===== src/rtl/sensor_acq_responder.sv =====
// Sensor-side trigger/done responder: CONVST pulse, BUSY wait, serial frame read, level done.
// Optional BUSY-wait timeout enabled by defining SENSOR_ACQ_TIMEOUT_EN.
module sensor_acq_responder #(
    parameter int N_WORDS  = 4,
    parameter int WORD_W   = 16,
    parameter int SCLK_DIV = 4,
    parameter int CONVST_W = 2
) (
    input  logic                        clk,
    input  logic                        rst,
    input  logic                        trigger,
    input  logic                        en,
    input  logic [15:0]                 timeout_cycles,
    input  logic                        overrun_clr,
    input  logic                        busy,
    input  logic                        miso,
    output logic                        convst,
    output logic                        cs_n,
    output logic                        sclk,
    output logic [N_WORDS*WORD_W-1:0]   data,
    output logic                        data_valid,
    output logic                        done,
    output logic                        error,
    output logic                        overrun
);
    localparam int FRAME_W = N_WORDS * WORD_W;
    localparam int BIT_CW  = $clog2(FRAME_W + 1);
    localparam int DIV_CW  = $clog2(SCLK_DIV + 1);
    localparam int CONV_CW = $clog2(CONVST_W + 1);
    localparam logic [DIV_CW-1:0]  DIV_LAST  = DIV_CW'(SCLK_DIV - 1);
    localparam logic [BIT_CW-1:0]  BIT_LAST  = BIT_CW'(FRAME_W - 1);
    localparam logic [CONV_CW-1:0] CONV_LAST = CONV_CW'(CONVST_W - 1);

    typedef enum logic [2:0] {S_IDLE, S_CONV, S_WAIT, S_READ, S_DONE} state_t;

    state_t               r_state;
    state_t               w_state_next;
    logic [CONV_CW-1:0]   r_conv_cnt;
    logic [15:0]          r_wait_cnt;
    logic [DIV_CW-1:0]    r_div;
    logic                 r_phase;
    logic [BIT_CW-1:0]    r_bit;
    logic [FRAME_W-1:0]   r_shift;
    logic [FRAME_W-1:0]   r_data;
    logic                 r_data_valid;
    logic                 r_overrun;

    logic w_accept;
    logic w_in_acq;
    logic w_sample;
    logic w_frame_end;
    logic w_guard_done;
    logic w_timeout;

    assign w_accept     = trigger & en & ((r_state == S_IDLE) | (r_state == S_DONE));
    assign w_in_acq     = (r_state == S_CONV) | (r_state == S_WAIT) | (r_state == S_READ);
    assign w_sample     = (r_state == S_READ) & ~r_phase & (r_div == DIV_LAST);
    assign w_frame_end  = (r_state == S_READ) & r_phase & (r_div == DIV_LAST) & (r_bit == BIT_LAST);
    assign w_guard_done = (r_wait_cnt >= 16'd2);

`ifdef SENSOR_ACQ_TIMEOUT_EN
    logic r_error;

    // r_wait_cnt+1 is the number of WAIT cycles elapsed including the current one.
    assign w_timeout = (r_state == S_WAIT) & busy &
                       (({1'b0, r_wait_cnt} + 17'd1) >= {1'b0, timeout_cycles});

    always_ff @(posedge clk) begin
        if (rst)
            r_error <= 1'b0;
        else if (w_accept)
            r_error <= 1'b0;
        else if (w_timeout && en)
            r_error <= 1'b1;
    end
    assign error = r_error;
`else
    logic w_unused_timeout;
    assign w_unused_timeout = ^timeout_cycles;
    assign w_timeout        = 1'b0;
    assign error            = 1'b0;
`endif

    always_ff @(posedge clk) begin
        if (rst)
            r_state <= S_IDLE;
        else
            r_state <= w_state_next;
    end

    always_comb begin
        w_state_next = r_state;
        if (!en) begin
            w_state_next = S_IDLE;
        end else begin
            case (r_state)
                S_IDLE: if (trigger) w_state_next = S_CONV;
                S_CONV: if (r_conv_cnt == CONV_LAST) w_state_next = S_WAIT;
                S_WAIT: begin
                    if (w_timeout)
                        w_state_next = S_DONE;
                    else if (w_guard_done && !busy)
                        w_state_next = S_READ;
                end
                S_READ: if (w_frame_end) w_state_next = S_DONE;
                S_DONE: if (trigger) w_state_next = S_CONV;
                default: w_state_next = S_IDLE;
            endcase
        end
    end

    always_ff @(posedge clk) begin
        if (rst) begin
            r_conv_cnt   <= '0;
            r_wait_cnt   <= '0;
            r_div        <= '0;
            r_phase      <= 1'b0;
            r_bit        <= '0;
            r_shift      <= '0;
            r_data       <= '0;
            r_data_valid <= 1'b0;
            r_overrun    <= 1'b0;
        end else begin
            r_conv_cnt <= (r_state == S_CONV) ? r_conv_cnt + 1'b1 : '0;
            if (r_state != S_WAIT)
                r_wait_cnt <= '0;
            else if (r_wait_cnt != 16'hFFFF)
                r_wait_cnt <= r_wait_cnt + 16'd1;

            // Bit timing: SCLK_DIV low cycles then SCLK_DIV high cycles per bit.
            if (r_state != S_READ) begin
                r_div   <= '0;
                r_phase <= 1'b0;
                r_bit   <= '0;
            end else if (r_div == DIV_LAST) begin
                r_div   <= '0;
                r_phase <= ~r_phase;
                if (r_phase)
                    r_bit <= r_bit + 1'b1;
            end else begin
                r_div <= r_div + 1'b1;
            end

            if (w_sample)
                r_shift <= (r_shift << 1) | FRAME_W'(miso);

            r_data_valid <= 1'b0;
            if (w_frame_end && en) begin
                r_data       <= r_shift;
                r_data_valid <= 1'b1;
            end

            if (trigger && w_in_acq)
                r_overrun <= 1'b1;
            else if (overrun_clr)
                r_overrun <= 1'b0;
        end
    end

    assign convst     = (r_state == S_CONV);
    assign cs_n       = (r_state != S_READ);
    assign sclk       = (r_state == S_READ) & r_phase;
    assign done       = (r_state == S_DONE);
    assign data       = r_data;
    assign data_valid = r_data_valid;
    assign overrun    = r_overrun;

endmodule


===== config.mk =====
export PLATFORM = sky130hd
export DESIGN_NAME = sensor_acq_responder
export DESIGN_NICKNAME = d
export VERILOG_FILES = /design/src/rtl/sensor_acq_responder.sv
export SDC_FILE = /design/constraint.sdc
export NUM_CORES = 1
export LEC_CHECK = 0
export ABC_AREA = 1
export CAP_MARGIN = 20
export CORE_MARGIN = 2
export CORE_UTILIZATION = 35
export CTS_BUF_LIST = sky130_fd_sc_hd__clkbuf_8
export DETAILED_ROUTE_END_ITERATION = 12
export GPL_TIMING_DRIVEN = 0
export PLACE_DENSITY = 0.64
export SYNTH_ARGS = -nofsm -noshare
export SYNTH_HDL_FRONTEND = slang
export SYNTH_SLANG_ARGS = --single-unit

===== constraint.sdc =====
create_clock -name clk -period 5.33 [get_ports clk]
set_input_delay 1.066 -clock clk [delete_from_list [all_inputs] [get_ports clk]]
set_output_delay 1.066 -clock clk [all_outputs]
set_load 0.005 [all_outputs]

==> flow_metrics.py <==
metrics = {
    "status": {
        "status": "finished clean",
    },
    "layout": {
        "multi_input_area_sq_mm": 0.00252,
        "antenna_cells": 0,
        "final_layout_size_suffix_gt1_frac": 0.0787,
        "final_cell_mix": "nor2_1, dfxtp_1, o21ai_0, clkdlybuf4s50_1, nand2_1",
        "layout_commonest_cell": "nor2_1",
        "area_growth_pct": 23.4,
        "nets": 931,
        "final_util": 0.441,
        "seqCellArea_sq_mm": 0.00324,
        "instances_no_fill": 1140,
        "stdcell_area_sq_mm": 0.00763,
        "fillers": 1773,
    },
    "timing": {
        "finClkSkew_ps": 13.6,
        "tightest_slew_ps": 505,
        "final_max_slew_viol_count": 0,
        "finalCritPeriodShare": 0.529,
        "setup_viol": 0,
        "final_period_minus_worst_setup_slack_ps": 2820,
        "rsz0062_at_grt": "false",
        "finalSetupTns_ps": 0,
        "hold_viol_final": 0,
        "fmax_ghz": 0.355,
        "slew_headroom": 0.663,
    },
    "grt": {
        "grt_remaining_overflow": 0,
        "grt_max_degree": 17,
        "grt_pass1_wl_um": 22600,
        "grtUsageTotal": 0.152,
        "antenna_found_initial": 0,
        "grt_pass1_vias": 4788,
    },
    "flow_run": {
        "maxCapViolCount": 0,
    },
    "critical_path": {
        "critical_path.cell_chain": "nor2_1 > inv_1 > nor2_1 > clkdlybuf4s50_1",
        "critPathMaxStageDelay_ps": 510,
        "crit_path_end_kind": "output port",
        "crit_arrival_ps": 1750,
        "required_ps": 4260,
        "crit_path_start_kind": "flip-flop",
        "reg2reg_depth": 11,
        "r2r_slack_ps": 3290,
        "r2r-end": "r_wait_cnt[13]",
        "crit_fanout": 5,
        "cp_common_cell": "nor2_1",
        "r2r_start": "r_wait_cnt[1]",
        "crit_type": "flip-flop to output port",
        "cp_slowest_cell": "clkdlybuf4s50_1",
    },
    "logic_synthesis": {
        "yosys-mux-area-fraction": 0,
        "synthTopCellsByArea": "dfxtp_1, nor2_1, o21ai_0",
        "syn_inst": 807,
        "synth_compound_area_frac": 0.127,
        "synth_xor_area_frac": 0.00709,
        "synthSimpleGateAreaFrac": 0.261,
        "synth_top_cell_by_area": "dfxtp_1",
        "yosysSeqAreaShare": 0.525,
        "synth_top_area_share": 0.525,
        "yosysWarningCount": 0,
        "ys_seq_elements": 162,
        "synthAdderAreaFrac": 0.0121,
        "synth_top_family_by_area": "simple AND/OR/NAND/NOR gates",
        "syn_nets": 836,
        "synth_cell_types": 34,
        "synth_area_sq_mm": 0.00618,
        "syn_avg_cell_area_sq_um": 7.66,
    },
    "clock_network": {
        "insertion_delay_ps": 450,
        "cts_resized": 0,
        "htreeDepth": 4,
        "clockBufferDepth": 2,
        "postCtsSetupBuffers": 0,
        "numCtsBuffers": 17,
        "cts_sinks": 162,
        "tritoncts": "done",
        "hold_buffers": 0,
        "clk_pin_slew_ps": 80,
        "root_buffer": "clkbuf_8",
    },
    "route": {
        "routed_wl_um": 13500,
        "viasPerCell": 4.56,
        "first_iter_violations": 228,
        "dr.pass1.iters": 5,
        "avgRoutedWirePerCell_um": 11.9,
        "num_vias": 5200,
        "ant_nets": 0,
        "drc_errors": 0,
    },
    "placement": {
        "hpwl_um": 9270,
        "place_inst": 1108,
        "place.gp.congestion": 0.814,
        "dpl_cell_area_sq_mm": 0.00722,
        "port_buffers": 76,
    },
    "power_and_ir_drop": {
        "swShare": 0.234,
        "p_clk_frac": 0.420,
        "ir_drop_v": 0.000153,
        "power_frac_comb": 0.021,
        "p_int_w": 0.00166,
        "seq_power_share": 0.559,
        "power_density_mw_per_mm2": 285,
        "p_leak_nw": 3.50,
        "p_switching_w": 0.000508,
    },
    "worst_hold_path": {
        "hold_path_end": "r_conv_cnt[0]",
        "hp-start": "r_conv_cnt[0]",
        "hp-class": "flip-flop to flip-flop",
        "hold_depth": 1,
    },
    "floorplanning": {
        "die-width_um": 137,
        "fp.dieH_um": 137,
        "coreArea_sq_mm": 0.0173,
        "ios": 94,
        "dieArea_sq_mm": 0.0187,
        "start_util": 0.357,
        "num_rows": 48,
    },
}
-- power by group through the flow --
stage / Combinational (W) / Clock, W / Sequential (W)
2_1_floorplan: 0.0000279 / 0 / 0.00124
3_3_place_gp: 0.0000464 / 0 / 0.00124
3_5_place_dp: 0.0000459 / 0 / 0.00124
4_1_cts: 0.0000462 / 0.000933 / 0.00121
5_1_grt: 0.0000516 / 0.000983 / 0.00121
6_report: 0.0000456 / 0.000912 / 0.00121
-- metal layers --
metal	GRT usage	vias to the layer above	wire, um
li1	-	2754	-
met3	0.0433	15	629
met2	0.235	95	5820
met5	0	-	0
met1	0.202	2336	6890
met4	0.0544	0	180
-- worst max-delay path by stage --
stage,from,end,slack (ps)
floorplan,en,data[48],3460
global placement,rst,r_shift[62],2430
detailed placement,rst,r_shift[62],2450
CTS,r_state[0],done,2480
global route,r_state[0],done,2370
finish,r_state[0],done,2510
-- per-stage QoR --
stage	setup slack, ps	power, W	hold WS (ps)
after global routing	2370	0.00225	445
after global placement	2430	0.00129	410
after detailed placement	2450	0.00129	415
after floorplan	3460	0.00127	397
after CTS	2480	0.00219	426
final	2510	0.00217	427
-- final cells by class --
cell class | instances | share of cell area
clock inverters | 14 | 0.0203
plain buffers | 41 | 0.0343
multi-input cells | 562 | 0.330
inverters | 42 | 0.0207
repair buffers | 76 | 0.0998
flip-flops and latches | 162 | 0.425
clock buffers | 18 | 0.0325
well taps | 225 | 0.0369
-- sequential cells by signal, indices dropped and copies added (netlist names) --
signal and count:
data 64, data_valid 1, overrun 1, r_bit 7
r_conv_cnt 2, r_div 3, r_phase 1, r_shift 64
r_state 3, r_wait_cnt 16
-- worst max-delay path, delay by kind of cell (launching register included) --
family | cells | cell delay, ps
flops | 1 | 380
simple gates | 2 | 330
buf+inv | 2 | 600
-- logic make-up (layout without fill, tap and decap cells) --
logic type	count (synthesis)	after routing
flip-flops	162	162
XOR/XNOR	5	5
AO/OA/AOI/OAI	155	155
AND/OR/NAND/NOR	395	395
buffers and inverters	83	191
other	1	1
adder cells (fa/ha/maj)	6	6
-- Yosys cell counts, drive strengths merged --
| cell | instances |
|---|---|
| nor2 | 301 |
| dfxtp | 162 |
| o21ai | 137 |
| nand2 | 59 |
| inv | 40 |
| clkbuf | 21 |
| buf | 20 |
| nand3 | 16 |
| a21oi | 11 |
| or2 | 8 |
| nor3 | 7 |
| a31oi | 6 |
| ha | 6 |
| xor2 | 4 |
| clkinv | 2 |
| and3 | 1 |
| conb | 1 |
| nand3b | 1 |
| nand4 | 1 |
| nor3b | 1 |
| o21a | 1 |
| xnor2 | 1 |
(Power assumes the default switching activity.)
